File: config.mk
export PLATFORM = sky130hd
export DESIGN_NAME = ps2_event_rx
export DESIGN_NICKNAME = d
export VERILOG_FILES = /design/src/rtl/ps2_pkg.sv /design/src/rtl/ps2_frame_rx.sv /design/src/rtl/ps2_event_rx.sv
export SDC_FILE = /design/constraint.sdc
export NUM_CORES = 1
export LEC_CHECK = 0
export CAP_MARGIN = 15
export CORE_ASPECT_RATIO = 0.75
export CORE_MARGIN = 2
export CORE_UTILIZATION = 32
export CTS_CLUSTER_DIAMETER = 100
export DETAILED_ROUTE_END_ITERATION = 10
export GPL_TIMING_DRIVEN = 1
export SLEW_MARGIN = 20
export SYNTH_ARGS = -nofsm -noshare
export SYNTH_HDL_FRONTEND = slang
export SYNTH_SLANG_ARGS = --single-unit
File: constraint.sdc
create_clock -name clk -period 7.7 [get_ports clk]
set_clock_uncertainty 0.15 [all_clocks]
set_input_delay 1.155 -clock clk [delete_from_list [all_inputs] [get_ports clk]]
set_output_delay 1.155 -clock clk [all_outputs]
set_load 0.02 [all_outputs]
File: src/rtl/ps2_pkg.sv
`default_nettype none
// +----------------------------------------------------------------------------+
// | Module   : ps2_pkg                                                         |
// | Purpose  : Shared constants and types for the PS/2 keyboard receiver:      |
// |            scancode constants, decoder state encoding, key event layout.   |
// | Ports    : none (package)                                                  |
// | Revision : 1.0  initial release                                            |
// +----------------------------------------------------------------------------+
package ps2_pkg;

  localparam logic [7:0] PS2_E0 = 8'hE0;  // extended-key prefix
  localparam logic [7:0] PS2_F0 = 8'hF0;  // break (release) prefix
  localparam logic [7:0] LSHIFT = 8'h12;
  localparam logic [7:0] RSHIFT = 8'h59;
  localparam logic [7:0] CTRL   = 8'h14;  // left without E0, right with E0
  localparam logic [7:0] ALT    = 8'h11;  // left without E0, right with E0
  localparam logic [7:0] CAPS   = 8'h58;

  localparam int EV_W = 10;

  typedef enum logic [1:0] {
    IDLE   = 2'd0,
    EXT    = 2'd1,
    BRK    = 2'd2,
    EXTBRK = 2'd3
  } dec_state_t;

  typedef struct packed {
    logic       ext;
    logic       brk;
    logic [7:0] code;
  } ps2_event_t;

endpackage
`default_nettype wire

File: src/rtl/ps2_frame_rx.sv
`default_nettype none
// +----------------------------------------------------------------------------+
// | Module   : ps2_frame_rx                                                    |
// | Purpose  : PS/2 frame capture. Synchronises the pins, samples data on each |
// |            ps2_clk falling edge, checks start/parity/stop and resyncs the  |
// |            bit counter after a mid-frame stall.                            |
// | Ports    : clk, clrn (async active-low) ; ps2_clk, ps2_data (async pins)   |
// |            rx_byte[7:0], byte_valid (1-cycle), frame_err (1-cycle)         |
// | Revision : 1.0  initial release                                            |
// +----------------------------------------------------------------------------+
module ps2_frame_rx #(
  parameter int SYNC_STAGES    = 3,
  parameter int TIMEOUT_CYCLES = 50000
) (
  input  logic       clk,
  input  logic       clrn,
  input  logic       ps2_clk,
  input  logic       ps2_data,
  output logic [7:0] rx_byte,
  output logic       byte_valid,
  output logic       frame_err
);

  localparam int            TW         = $clog2(TIMEOUT_CYCLES + 1);
  localparam logic [TW-1:0] C_TMO_LAST = TW'(TIMEOUT_CYCLES - 1);

  logic [SYNC_STAGES-1:0] r_clk_sync;
  logic [SYNC_STAGES-1:0] r_data_sync;
  logic                   r_clk_prev;
  logic [3:0]             r_cnt;
  logic [9:0]             r_shift;
  logic [TW-1:0]          r_tmo;
  logic [7:0]             r_byte;
  logic                   r_byte_valid;
  logic                   r_frame_err;

  logic w_clk_s, w_data_s, w_fall, w_frame_ok;

  assign w_clk_s  = r_clk_sync[SYNC_STAGES-1];
  assign w_data_s = r_data_sync[SYNC_STAGES-1];
  assign w_fall   = r_clk_prev & ~w_clk_s;

  // After ten shifts: [0]=start, [8:1]=data LSB first, [9]=parity.
  // The stop bit is the sample arriving on the eleventh edge.
  assign w_frame_ok = ~r_shift[0] & (^r_shift[9:1]) & w_data_s;

  always_ff @(posedge clk or negedge clrn) begin
    if (!clrn) begin
      r_clk_sync   <= '0;
      r_data_sync  <= '0;
      r_clk_prev   <= 1'b0;
      r_cnt        <= 4'd0;
      r_shift      <= '0;
      r_tmo        <= '0;
      r_byte       <= 8'd0;
      r_byte_valid <= 1'b0;
      r_frame_err  <= 1'b0;
    end else begin
      r_clk_sync   <= {r_clk_sync[SYNC_STAGES-2:0], ps2_clk};
      r_data_sync  <= {r_data_sync[SYNC_STAGES-2:0], ps2_data};
      r_clk_prev   <= w_clk_s;
      r_byte_valid <= 1'b0;
      r_frame_err  <= 1'b0;
      if (w_fall) begin
        r_tmo <= '0;
        if (r_cnt == 4'd10) begin
          r_cnt <= 4'd0;
          if (w_frame_ok) begin
            r_byte       <= r_shift[8:1];
            r_byte_valid <= 1'b1;
          end else begin
            r_frame_err  <= 1'b1;
          end
        end else begin
          r_cnt   <= r_cnt + 4'd1;
          r_shift <= {w_data_s, r_shift[9:1]};
        end
      end else if (r_cnt != 4'd0) begin
        // Stalled mid-frame: drop the partial frame so the next start bit lines up.
        if (r_tmo == C_TMO_LAST) begin
          r_cnt       <= 4'd0;
          r_tmo       <= '0;
          r_frame_err <= 1'b1;
        end else begin
          r_tmo <= r_tmo + 1'b1;
        end
      end else begin
        r_tmo <= '0;
      end
    end
  end

  assign rx_byte    = r_byte;
  assign byte_valid = r_byte_valid;
  assign frame_err  = r_frame_err;

endmodule
`default_nettype wire

File: src/rtl/ps2_event_rx.sv
`default_nettype none
// +----------------------------------------------------------------------------+
// | Module   : ps2_event_rx                                                    |
// | Purpose  : PS/2 keyboard receiver. Decodes E0/F0 prefixes into key events  |
// |            {ext,brk,code}, queues them in a show-ahead FIFO with a         |
// |            valid/ready pop port, and tracks modifier / CapsLock state.     |
// | Ports    : clk, clrn (async active-low), ps2_clk, ps2_data (async pins)    |
// |            ev_valid/ev_ready, ev_code[7:0], ev_ext, ev_brk : event port    |
// |            mods[3:0] = {caps_lock, alt, ctrl, shift}                       |
// |            level = FIFO occupancy, overflow (sticky), frame_err (pulse)    |
// | Config   : PS2_REPEAT_FILTER_EN - suppress typematic repeats of the last   |
// |            pushed make until that key is released.                         |
// | Revision : 1.0  initial release                                            |
// +----------------------------------------------------------------------------+
module ps2_event_rx
  import ps2_pkg::*;
#(
  parameter int FIFO_DEPTH     = 8,
  parameter int SYNC_STAGES    = 3,
  parameter int TIMEOUT_CYCLES = 50000
) (
  input  logic                        clk,
  input  logic                        clrn,
  input  logic                        ps2_clk,
  input  logic                        ps2_data,
  output logic                        ev_valid,
  input  logic                        ev_ready,
  output logic [7:0]                  ev_code,
  output logic                        ev_ext,
  output logic                        ev_brk,
  output logic [3:0]                  mods,
  output logic [$clog2(FIFO_DEPTH):0] level,
  output logic                        overflow,
  output logic                        frame_err
);

  localparam int          AW     = $clog2(FIFO_DEPTH);
  localparam logic [AW:0] C_FULL = (AW + 1)'(FIFO_DEPTH);

  logic [7:0] rx_byte;
  logic       byte_valid;

  ps2_frame_rx #(
    .SYNC_STAGES    (SYNC_STAGES),
    .TIMEOUT_CYCLES (TIMEOUT_CYCLES)
  ) u_frame_rx (
    .clk        (clk),
    .clrn       (clrn),
    .ps2_clk    (ps2_clk),
    .ps2_data   (ps2_data),
    .rx_byte    (rx_byte),
    .byte_valid (byte_valid),
    .frame_err  (frame_err)
  );

  // ---------------- prefix decoder ----------------
  dec_state_t r_state, w_state_nxt;
  logic       w_emit;
  ps2_event_t w_ev;

  always_ff @(posedge clk or negedge clrn) begin
    if (!clrn) r_state <= IDLE;
    else       r_state <= w_state_nxt;
  end

  always_comb begin
    w_state_nxt = r_state;
    w_emit      = 1'b0;
    w_ev.ext    = 1'b0;
    w_ev.brk    = 1'b0;
    w_ev.code   = rx_byte;
    if (byte_valid) begin
      case (r_state)
        IDLE: begin
          if (rx_byte == PS2_E0)      w_state_nxt = EXT;
          else if (rx_byte == PS2_F0) w_state_nxt = BRK;
          else if (rx_byte != 8'h00 && rx_byte != 8'hFF) w_emit = 1'b1;
        end
        EXT: begin
          if (rx_byte == PS2_F0)      w_state_nxt = EXTBRK;
          else if (rx_byte != PS2_E0) begin
            w_emit   = 1'b1;
            w_ev.ext = 1'b1;
          end
        end
        BRK, EXTBRK: begin
          // A fresh prefix inside a break sequence restarts the sequence.
          if (rx_byte == PS2_E0)      w_state_nxt = EXT;
          else if (rx_byte == PS2_F0) w_state_nxt = BRK;
          else begin
            w_emit   = 1'b1;
            w_ev.ext = (r_state == EXTBRK);
            w_ev.brk = 1'b1;
          end
        end
        default: w_state_nxt = IDLE;
      endcase
      if (w_emit) w_state_nxt = IDLE;
    end
  end

  // ---------------- modifier tracking ----------------
  logic r_lshift, r_rshift, r_lctrl, r_rctrl, r_lalt, r_ralt;
  logic r_caps_held, r_caps_lock;

  always_ff @(posedge clk or negedge clrn) begin
    if (!clrn) begin
      r_lshift    <= 1'b0;
      r_rshift    <= 1'b0;
      r_lctrl     <= 1'b0;
      r_rctrl     <= 1'b0;
      r_lalt      <= 1'b0;
      r_ralt      <= 1'b0;
      r_caps_held <= 1'b0;
      r_caps_lock <= 1'b0;
    end else if (w_emit) begin
      if (!w_ev.ext) begin
        case (w_ev.code)
          LSHIFT: r_lshift <= ~w_ev.brk;
          RSHIFT: r_rshift <= ~w_ev.brk;
          CTRL:   r_lctrl  <= ~w_ev.brk;
          ALT:    r_lalt   <= ~w_ev.brk;
          CAPS: begin
            // Only the first make of a press toggles; typematic repeats do not.
            if (!w_ev.brk && !r_caps_held) r_caps_lock <= ~r_caps_lock;
            r_caps_held <= ~w_ev.brk;
          end
          default: ;
        endcase
      end else begin
        case (w_ev.code)
          CTRL:    r_rctrl <= ~w_ev.brk;
          ALT:     r_ralt  <= ~w_ev.brk;
          default: ;
        endcase
      end
    end
  end

  assign mods = {r_caps_lock, r_lalt | r_ralt, r_lctrl | r_rctrl, r_lshift | r_rshift};

  // ---------------- repeat filter ----------------
  logic w_push;

`ifdef PS2_REPEAT_FILTER_EN
  logic       r_last_vld;
  logic [8:0] r_last_make;
  logic       w_same_key;

  assign w_same_key = r_last_vld & (r_last_make == {w_ev.ext, w_ev.code});
  assign w_push     = w_emit & ~(~w_ev.brk & w_same_key);

  always_ff @(posedge clk or negedge clrn) begin
    if (!clrn) begin
      r_last_vld  <= 1'b0;
      r_last_make <= 9'd0;
    end else if (w_emit) begin
      if (!w_ev.brk) begin
        r_last_vld  <= 1'b1;
        r_last_make <= {w_ev.ext, w_ev.code};
      end else if (w_same_key) begin
        r_last_vld  <= 1'b0;
      end
    end
  end
`else
  assign w_push = w_emit;
`endif

  // ---------------- show-ahead event FIFO ----------------
  ps2_event_t  r_mem [FIFO_DEPTH];
  logic [AW-1:0] r_wr, r_rd;
  logic [AW:0]   r_count;
  logic          r_ovf;
  logic          w_full, w_pop, w_wr_en;
  ps2_event_t    w_head;

  assign ev_valid = (r_count != '0);
  assign w_full   = (r_count == C_FULL);
  assign w_pop    = ev_valid & ev_ready;
  // A simultaneous pop frees the slot, so a push into a full FIFO still lands.
  assign w_wr_en  = w_push & (~w_full | w_pop);

  always_ff @(posedge clk) begin
    if (w_wr_en) r_mem[r_wr] <= w_ev;
  end

  always_ff @(posedge clk or negedge clrn) begin
    if (!clrn) begin
      r_wr    <= '0;
      r_rd    <= '0;
      r_count <= '0;
      r_ovf   <= 1'b0;
    end else begin
      if (w_wr_en) r_wr <= r_wr + 1'b1;
      if (w_pop)   r_rd <= r_rd + 1'b1;
      case ({w_wr_en, w_pop})
        2'b10:   r_count <= r_count + 1'b1;
        2'b01:   r_count <= r_count - 1'b1;
        default: r_count <= r_count;
      endcase
      if (w_push && w_full && !w_pop) r_ovf <= 1'b1;
    end
  end

  // Head is masked while empty so unwritten storage never reaches the port.
  assign w_head   = r_mem[r_rd];
  assign ev_code  = ev_valid ? w_head.code : 8'd0;
  assign ev_ext   = ev_valid & w_head.ext;
  assign ev_brk   = ev_valid & w_head.brk;
  assign level    = r_count;
  assign overflow = r_ovf;

endmodule
`default_nettype wire

==> impl_metrics.py, run 1 <==
metrics = {
    "global_routing": {
        "grt_max_degree": 69,
        "grt_pass1_wl_um": 19800,
        "grt_antenna_before_repair": 0,
        "use_met1": 0.179,
        "grt.total_usage": 0.126,
        "gr-usage-met3": 0.0358,
        "grt_overflow": 0,
        "met2_usage": 0.188,
        "grt.busiest_layer": "met2",
        "grt_pass1_vias": 3652,
    },
    "clock_tree": {
        "clkLatencyLatePin_ns": 0.42,
        "clk_pin_slew_ns": 0.06,
        "root_buffer": "clkbuf_16",
        "cts_tree": "built",
        "post_cts_buffers": 0,
        "numCtsBuffers": 17,
        "cts_hold_buf": 0,
        "ctsLongestPathBuffers": 2,
        "h-tree-depth": 4,
        "cts.sinks": 148,
        "ctsResizeCount": 0,
    },
    "sta": {
        "hold_viol_final": 0,
        "min_period_over_period": 0.524,
        "fmax_mhz": 248,
        "min_period_ns": 4.03,
        "slew_violations": 0,
        "relSlewSlack": 0.289,
        "setup-violations-final": 0,
        "rsz0062_at_grt": "false",
        "tightest_slew_ns": 1.07,
        "holdWs_ns": 0.196,
        "tns_ns": 0,
    },
    "finish": {
        "n_antenna_cell": 0,
        "layout-drive-gt1-share": 0.185,
        "fill_cells": 1813,
        "area_delta_synth_final_pct": 18.7,
        "layoutNonFillerInstCount": 739,
        "fin_nets": 485,
    },
    "critical_path": {
        "ff2ff_path_depth": 4,
        "end_kind": "output port",
        "path_delay_family": "buffers and inverters",
        "critPathKind": "reg -> out",
        "slowest_delay_ns": 0.56,
        "critPathMaxFanout": 18,
        "timing.critical_path.buf_inv": 2,
        "reg2reg_to": "r_mem[7][2]",
        "r2r_slack_ns": 4.56,
        "crit_end": "ev_code[1]",
        "arrival_ns": 2.73,
        "worst-path-stages": 5,
        "cp-start-kind": "register",
        "startpoint": "r_rd[0]",
        "slowest_stage": "mux4_2",
        "worst_r2r_startpoint": "u_frame_rx.rx_byte[2]",
        "worst_ep_required_time_ns": 6.39,
        "cp_cell_sequence": "buf_4 > mux4_2 > mux2i_1 > nor2_1 > clkdlybuf4s50_1",
    },
    "power_and_ir_drop": {
        "totalPowerFinal_mw": 2.10,
        "p_leak_nw": 2.74,
        "ir_worst_vdd_mv": 0.133,
        "p_per_area_nw_per_um2": 284,
    },
    "logic_synthesis": {
        "dominantRegCellSynth": "edfxtp_1",
        "synthCells": 438,
        "seq_area_frac_synth": 0.656,
        "synthArstFlopShare": 0.459,
        "synthDistinctLibCells": 54,
        "synthAdderAreaFrac": 0.0140,
        "synth-seq-cells": 148,
        "synth_top_family_by_area": "simple AND/OR/NAND/NOR gates",
        "synth_simple_gate_area_frac": 0.125,
        "syn_nets": 450,
        "synth_area_per_cell_um2": 14.3,
        "yosys-mux-area-fraction": 0.117,
        "synthesis.area_um2": 6250,
        "synth-edff-count": 80,
        "synth_xor_area_frac": 0.0386,
        "yosysWarningCount": 0,
        "synth_compound_area_frac": 0.0314,
    },
    "place": {
        "place.gp.congestion": 0.785,
        "dp_cells": 707,
        "place.port_buffers": 25,
        "hpwl_um": 7820,
    },
    "worst_hold_path": {
        "worstHoldStart": "u_frame_rx.r_data_sync[0]",
        "min_path_cells": 0,
        "hold_path_class": "reg -> reg",
    },
    "routing": {
        "totalWireLength_um": 11900,
        "drc": 0,
        "avgRoutedWirePerCell_um": 16.1,
        "drt-vias-per-instance": 4.88,
        "drtPass1Iterations": 4,
        "vias": 3603,
        "postRouteAntennaNets": 0,
        "drt-initial-drc-count": 217,
    },
    "die": {
        "die_y_um": 125,
        "die_w_um": 165,
        "ios": 26,
        "dieArea_um2": 20700,
        "core_um2": 19300,
        "num_rows": 44,
        "start_util": 0.324,
    },
    "flow_run": {
        "drv_cap": 0,
    },
    "outcome": {
        "outcome": "completed",
    },
}
[per-stage QoR]
stage,instance area [um2],setup WS (ns),utilization
final,7420,3.67,0.385
after global routing,7420,3.50,0.385
after CTS,7410,3.55,0.385
after detailed placement,6880,3.89,0.357
after global placement,6880,3.94,0.357
after floorplan,6250,4.42,-
[report_power, final]
group          leakage (nW)  internal (mW)  switching (mW)
Clock                 0.262          0.413           0.326
Combinational         0.909          0.212           0.190
Sequential             1.57          0.871          0.0921
Total                  2.74           1.50           0.608
[cell usage after synthesis, drive strengths merged, types with 2 or more instances]
cell	number	area share
dfrtp	68	0.27
o31ai	3	0.0036
nand3	8	0.0064
and2	2	0.0020
nor4b	6	0.0084
mux4	20	0.072
xnor2	18	0.025
or2	4	0.0040
nand2	52	0.031
nor3	8	0.0072
inv	12	0.0072
and3	8	0.0080
xor2	7	0.0098
nor2	35	0.021
o21ai	13	0.010
clkbuf	8	0.0048
mux2i	11	0.018
nand3b	2	0.0024
or3	5	0.0050
nand2b	2	0.0020
ha	7	0.014
nor4	9	0.011
a21oi	3	0.0024
edfxtp	80	0.38
nand4	5	0.0050
or4	2	0.0030
mux2	15	0.027
buf	7	0.0056
[kinds of logic after synthesis]
kind of cell,count (synthesis)
AO/OA/AOI/OAI,30
XOR/XNOR,26
adder cells (fa/ha/maj),7
buffers and inverters,27
flip-flops,148
multiplexers,46
AND/OR/NAND/NOR,154
[routing by layer]
metal  part of all wire  vias to the layer above
met5                  0                        -
li1                   -                     1693
met1               0.47                     1843
met2               0.47                       54
met3              0.037                       13
met4              0.014                        0
[worst min-delay path by stage]
stage	endpoint	slack [ns]
floorplan	u_frame_rx.r_clk_sync[1]	0.18
global placement	u_frame_rx.r_clk_sync[2]	0.19
detailed placement	u_frame_rx.r_data_sync[1]	0.19
CTS	u_frame_rx.r_data_sync[1]	0.20
global route	u_frame_rx.r_data_sync[1]	0.20
finish	u_frame_rx.r_data_sync[1]	0.20
[area by class of cell]
| cell class | instances | area [um2] | area share |
|---|---|---|---|
| clock buffer | 17 | 425 | 0.0573 |
| clock inverter | 15 | 106 | 0.0143 |
| inverter | 12 | 45.0 | 0.00607 |
| multi-input combinational | 263 | 2130 | 0.287 |
| sequential | 148 | 4100 | 0.553 |
| tap | 253 | 317 | 0.0427 |
| timing repair buffer | 31 | 290 | 0.0391 |
[flip-flops by register name, summed over array words and instances, names as in the netlist]
register                count
level                       4
overflow                    1
r_caps_held                 1
r_caps_lock                 1
r_lalt                      1
r_lctrl                     1
r_lshift                    1
r_mem                      80
r_ralt                      1
r_rctrl                     1
r_rd                        3
r_rshift                    1
r_state                     2
r_wr                        3
u_frame_rx.byte_valid       1
u_frame_rx.frame_err        1
u_frame_rx.r_clk_prev       1
u_frame_rx.r_clk_sync       3
u_frame_rx.r_cnt            4
u_frame_rx.r_data_sync      3
u_frame_rx.r_shift         10
u_frame_rx.r_tmo           16
u_frame_rx.rx_byte          8
[cell usage in the layout, fill, tap and decap left out, types with 5 or more instances in the layout]
| cell | n |
|---|---|
| edfxtp_1 | 80 |
| dfrtp_1 | 68 |
| nand2_1 | 52 |
| nor2_1 | 35 |
| clkdlybuf4s50_1 | 24 |
| mux4_2 | 20 |
| xnor2_1 | 18 |
| clkbuf_16 | 17 |
| mux2_2 | 14 |
| o21ai_0 | 12 |
| inv_1 | 12 |
| mux2i_1 | 11 |
| and3_1 | 8 |
| nand3_1 | 8 |
| xor2_1 | 7 |
| ha_1 | 7 |
| buf_4 | 6 |
| or3_1 | 5 |
| nand4_1 | 5 |
| nor4_1 | 5 |
| nor3_1 | 5 |
| inv_6 | 5 |
(Power assumes the default switching activity.)
==> inputs of run 2 (changes only) <==
- clock period: 7.7 -> 3.2 ns (I/O delays scaled with it)
==> impl_metrics.py, run 2 (synthesized netlist as in run 1, its figures left out) <==
metrics = {
    "finish": {
        "mostFrequentLayoutCell": "edfxtp_1",
        "area_delta_synth_final_pct": 20.6,
        "fin_nets": 498,
        "final_cell_mix": "edfxtp_1 (80), dfrtp_1 (68), nand2_1 (52)",
        "largest_register_ffs": 80,
        "regMostFlops": "r_mem",
        "layout-drive-gt1-share": 0.200,
        "top_regs": "r_mem: 80 flops, u_frame_rx.r_tmo: 16 flops, u_frame_rx.r_shift: 10 flops",
        "fill_cells": 1778,
        "n_antenna_cell": 0,
    },
    "clock_tree": {
        "cts_tree": "built",
        "numCtsBuffers": 17,
        "root_buffer": "clkbuf_16",
        "clk_pin_slew_ns": 0.07,
        "ctsLongestPathBuffers": 2,
        "h-tree-depth": 4,
        "clkLatencyLatePin_ns": 0.42,
        "cts.sinks": 148,
    },
    "routing": {
        "drt-initial-drc-count": 308,
        "drt-vias-per-instance": 4.84,
        "vias": 3639,
        "avgRoutedWirePerCell_um": 15.8,
        "drtPass1Iterations": 4,
        "totalWireLength_um": 11900,
        "drc": 0,
        "postRouteAntennaNets": 0,
    },
    "sta": {
        "slew_violations": 0,
        "min_period_ns": 2.97,
        "rsz0062_at_grt": "false",
        "tns_ns": 0,
        "setup-violations-final": 0,
        "hold_viol_final": 0,
        "tightest_slew_ns": 0.808,
        "relSlewSlack": 0.458,
        "min_period_over_period": 0.927,
        "fmax_mhz": 337,
    },
    "global_routing": {
        "grt_antenna_before_repair": 0,
        "grt_pass1_wl_um": 19900,
        "grt_max_degree": 32,
        "grt.total_usage": 0.126,
        "grt_pass1_vias": 3695,
        "grt_overflow": 0,
    },
    "outcome": {
        "outcome": "completed",
    },
    "die": {
        "core_um2": 19300,
        "dieArea_um2": 20700,
        "die_y_um": 125,
        "die_w_um": 165,
        "ios": 26,
        "start_util": 0.324,
        "num_rows": 44,
    },
    "critical_path": {
        "worst_ep_required_time_ns": 2.57,
        "cp-start-kind": "register",
        "critPathMaxFanout": 22,
        "arrival_ns": 2.34,
        "r2r_slack_ns": 0.46,
        "end_kind": "output port",
        "critPathKind": "reg -> out",
    },
    "power_and_ir_drop": {
        "totalPowerFinal_mw": 5.25,
        "p_per_area_nw_per_um2": 696,
        "p_leak_nw": 2.83,
        "ir_worst_vdd_mv": 0.771,
    },
    "place": {
        "place.gp.congestion": 0.799,
        "hpwl_um": 7870,
        "place.port_buffers": 25,
    },
    "flow_run": {
        "drv_cap": 0,
    },
    "worst_hold_path": {
        "hold_path_class": "reg -> reg",
    },
}
[run 2: layer usage]
metal / share of wire / vias up / track usage
li1: - / 1716 / -
met5: 0 / - / 0
met2: 0.46 / 83 / 0.186
met1: 0.48 / 1827 / 0.178
met3: 0.047 / 13 / 0.0328
met4: 0.017 / 0 / 0.0502
[run 2: path summary, 6_finish.rpt]
kind,startpoint,endpoint,depth (start not counted)
setup / recovery,r_rd[0],ev_code[5],5
hold / removal,u_frame_rx.r_clk_sync[0],u_frame_rx.r_clk_sync[1],0
setup reg to reg,u_frame_rx.rx_byte[1],level[2],10
hold reg to reg,u_frame_rx.r_clk_sync[0],u_frame_rx.r_clk_sync[1],0
max in group asynchronous,clrn,overflow,3
min in group asynchronous,clrn,u_frame_rx.r_clk_sync[1],2
[run 2: final cells by class]
cell class | instances | area (um2) | area share
flip-flops and latches | 148 | 4100 | 0.544
inverters | 12 | 45.0 | 0.00597
repair buffers | 44 | 403 | 0.0534
clock buffers | 17 | 425 | 0.0564
clock inverters | 15 | 165 | 0.0219
multi-input cells | 263 | 2080 | 0.276
well taps | 253 | 317 | 0.0420
[run 2: where the power goes]
part | internal [mW] | total [mW] | switching (mW)
clock network | 1.11 | 1.97 | 0.855
registers | 2.10 | 2.24 | 0.148
logic | 0.522 | 1.04 | 0.521
total | 3.73 | 5.25 | 1.52
[run 2: through the flow]
| stage | utilization | cell area, um2 | cells | hold slack [ns] | worst slack, ns |
|---|---|---|---|---|---|
| 2_1_floorplan | - | 6250 | 438 | 0.0344 | 0.162 |
| 3_3_place_gp | 0.360 | 6940 | 719 | 0.182 | 0.587 |
| 3_5_place_dp | 0.360 | 6940 | 719 | 0.185 | 0.493 |
| 4_1_cts | 0.391 | 7540 | 752 | 0.199 | 0.178 |
| 5_1_grt | 0.391 | 7540 | 752 | 0.210 | 0.0967 |
| 6_report | 0.391 | 7540 | 752 | 0.198 | 0.233 |
[run 2: worst max-delay path: stages (launching register included)]
cell and delay [ns]:
dfrtp_1 0.37, buf_12 0.21, mux4_2 0.54, mux2i_1 0.16, nor2_1 0.06, clkdlybuf4s50_1 0.54
[run 2: repair_timing]
item,in CTS,in global routing
setup endpoints to repair,0,0
resized for setup,0,0
hold endpoints to repair,14,0
setup buffers,0,0
hold buffers,1,0
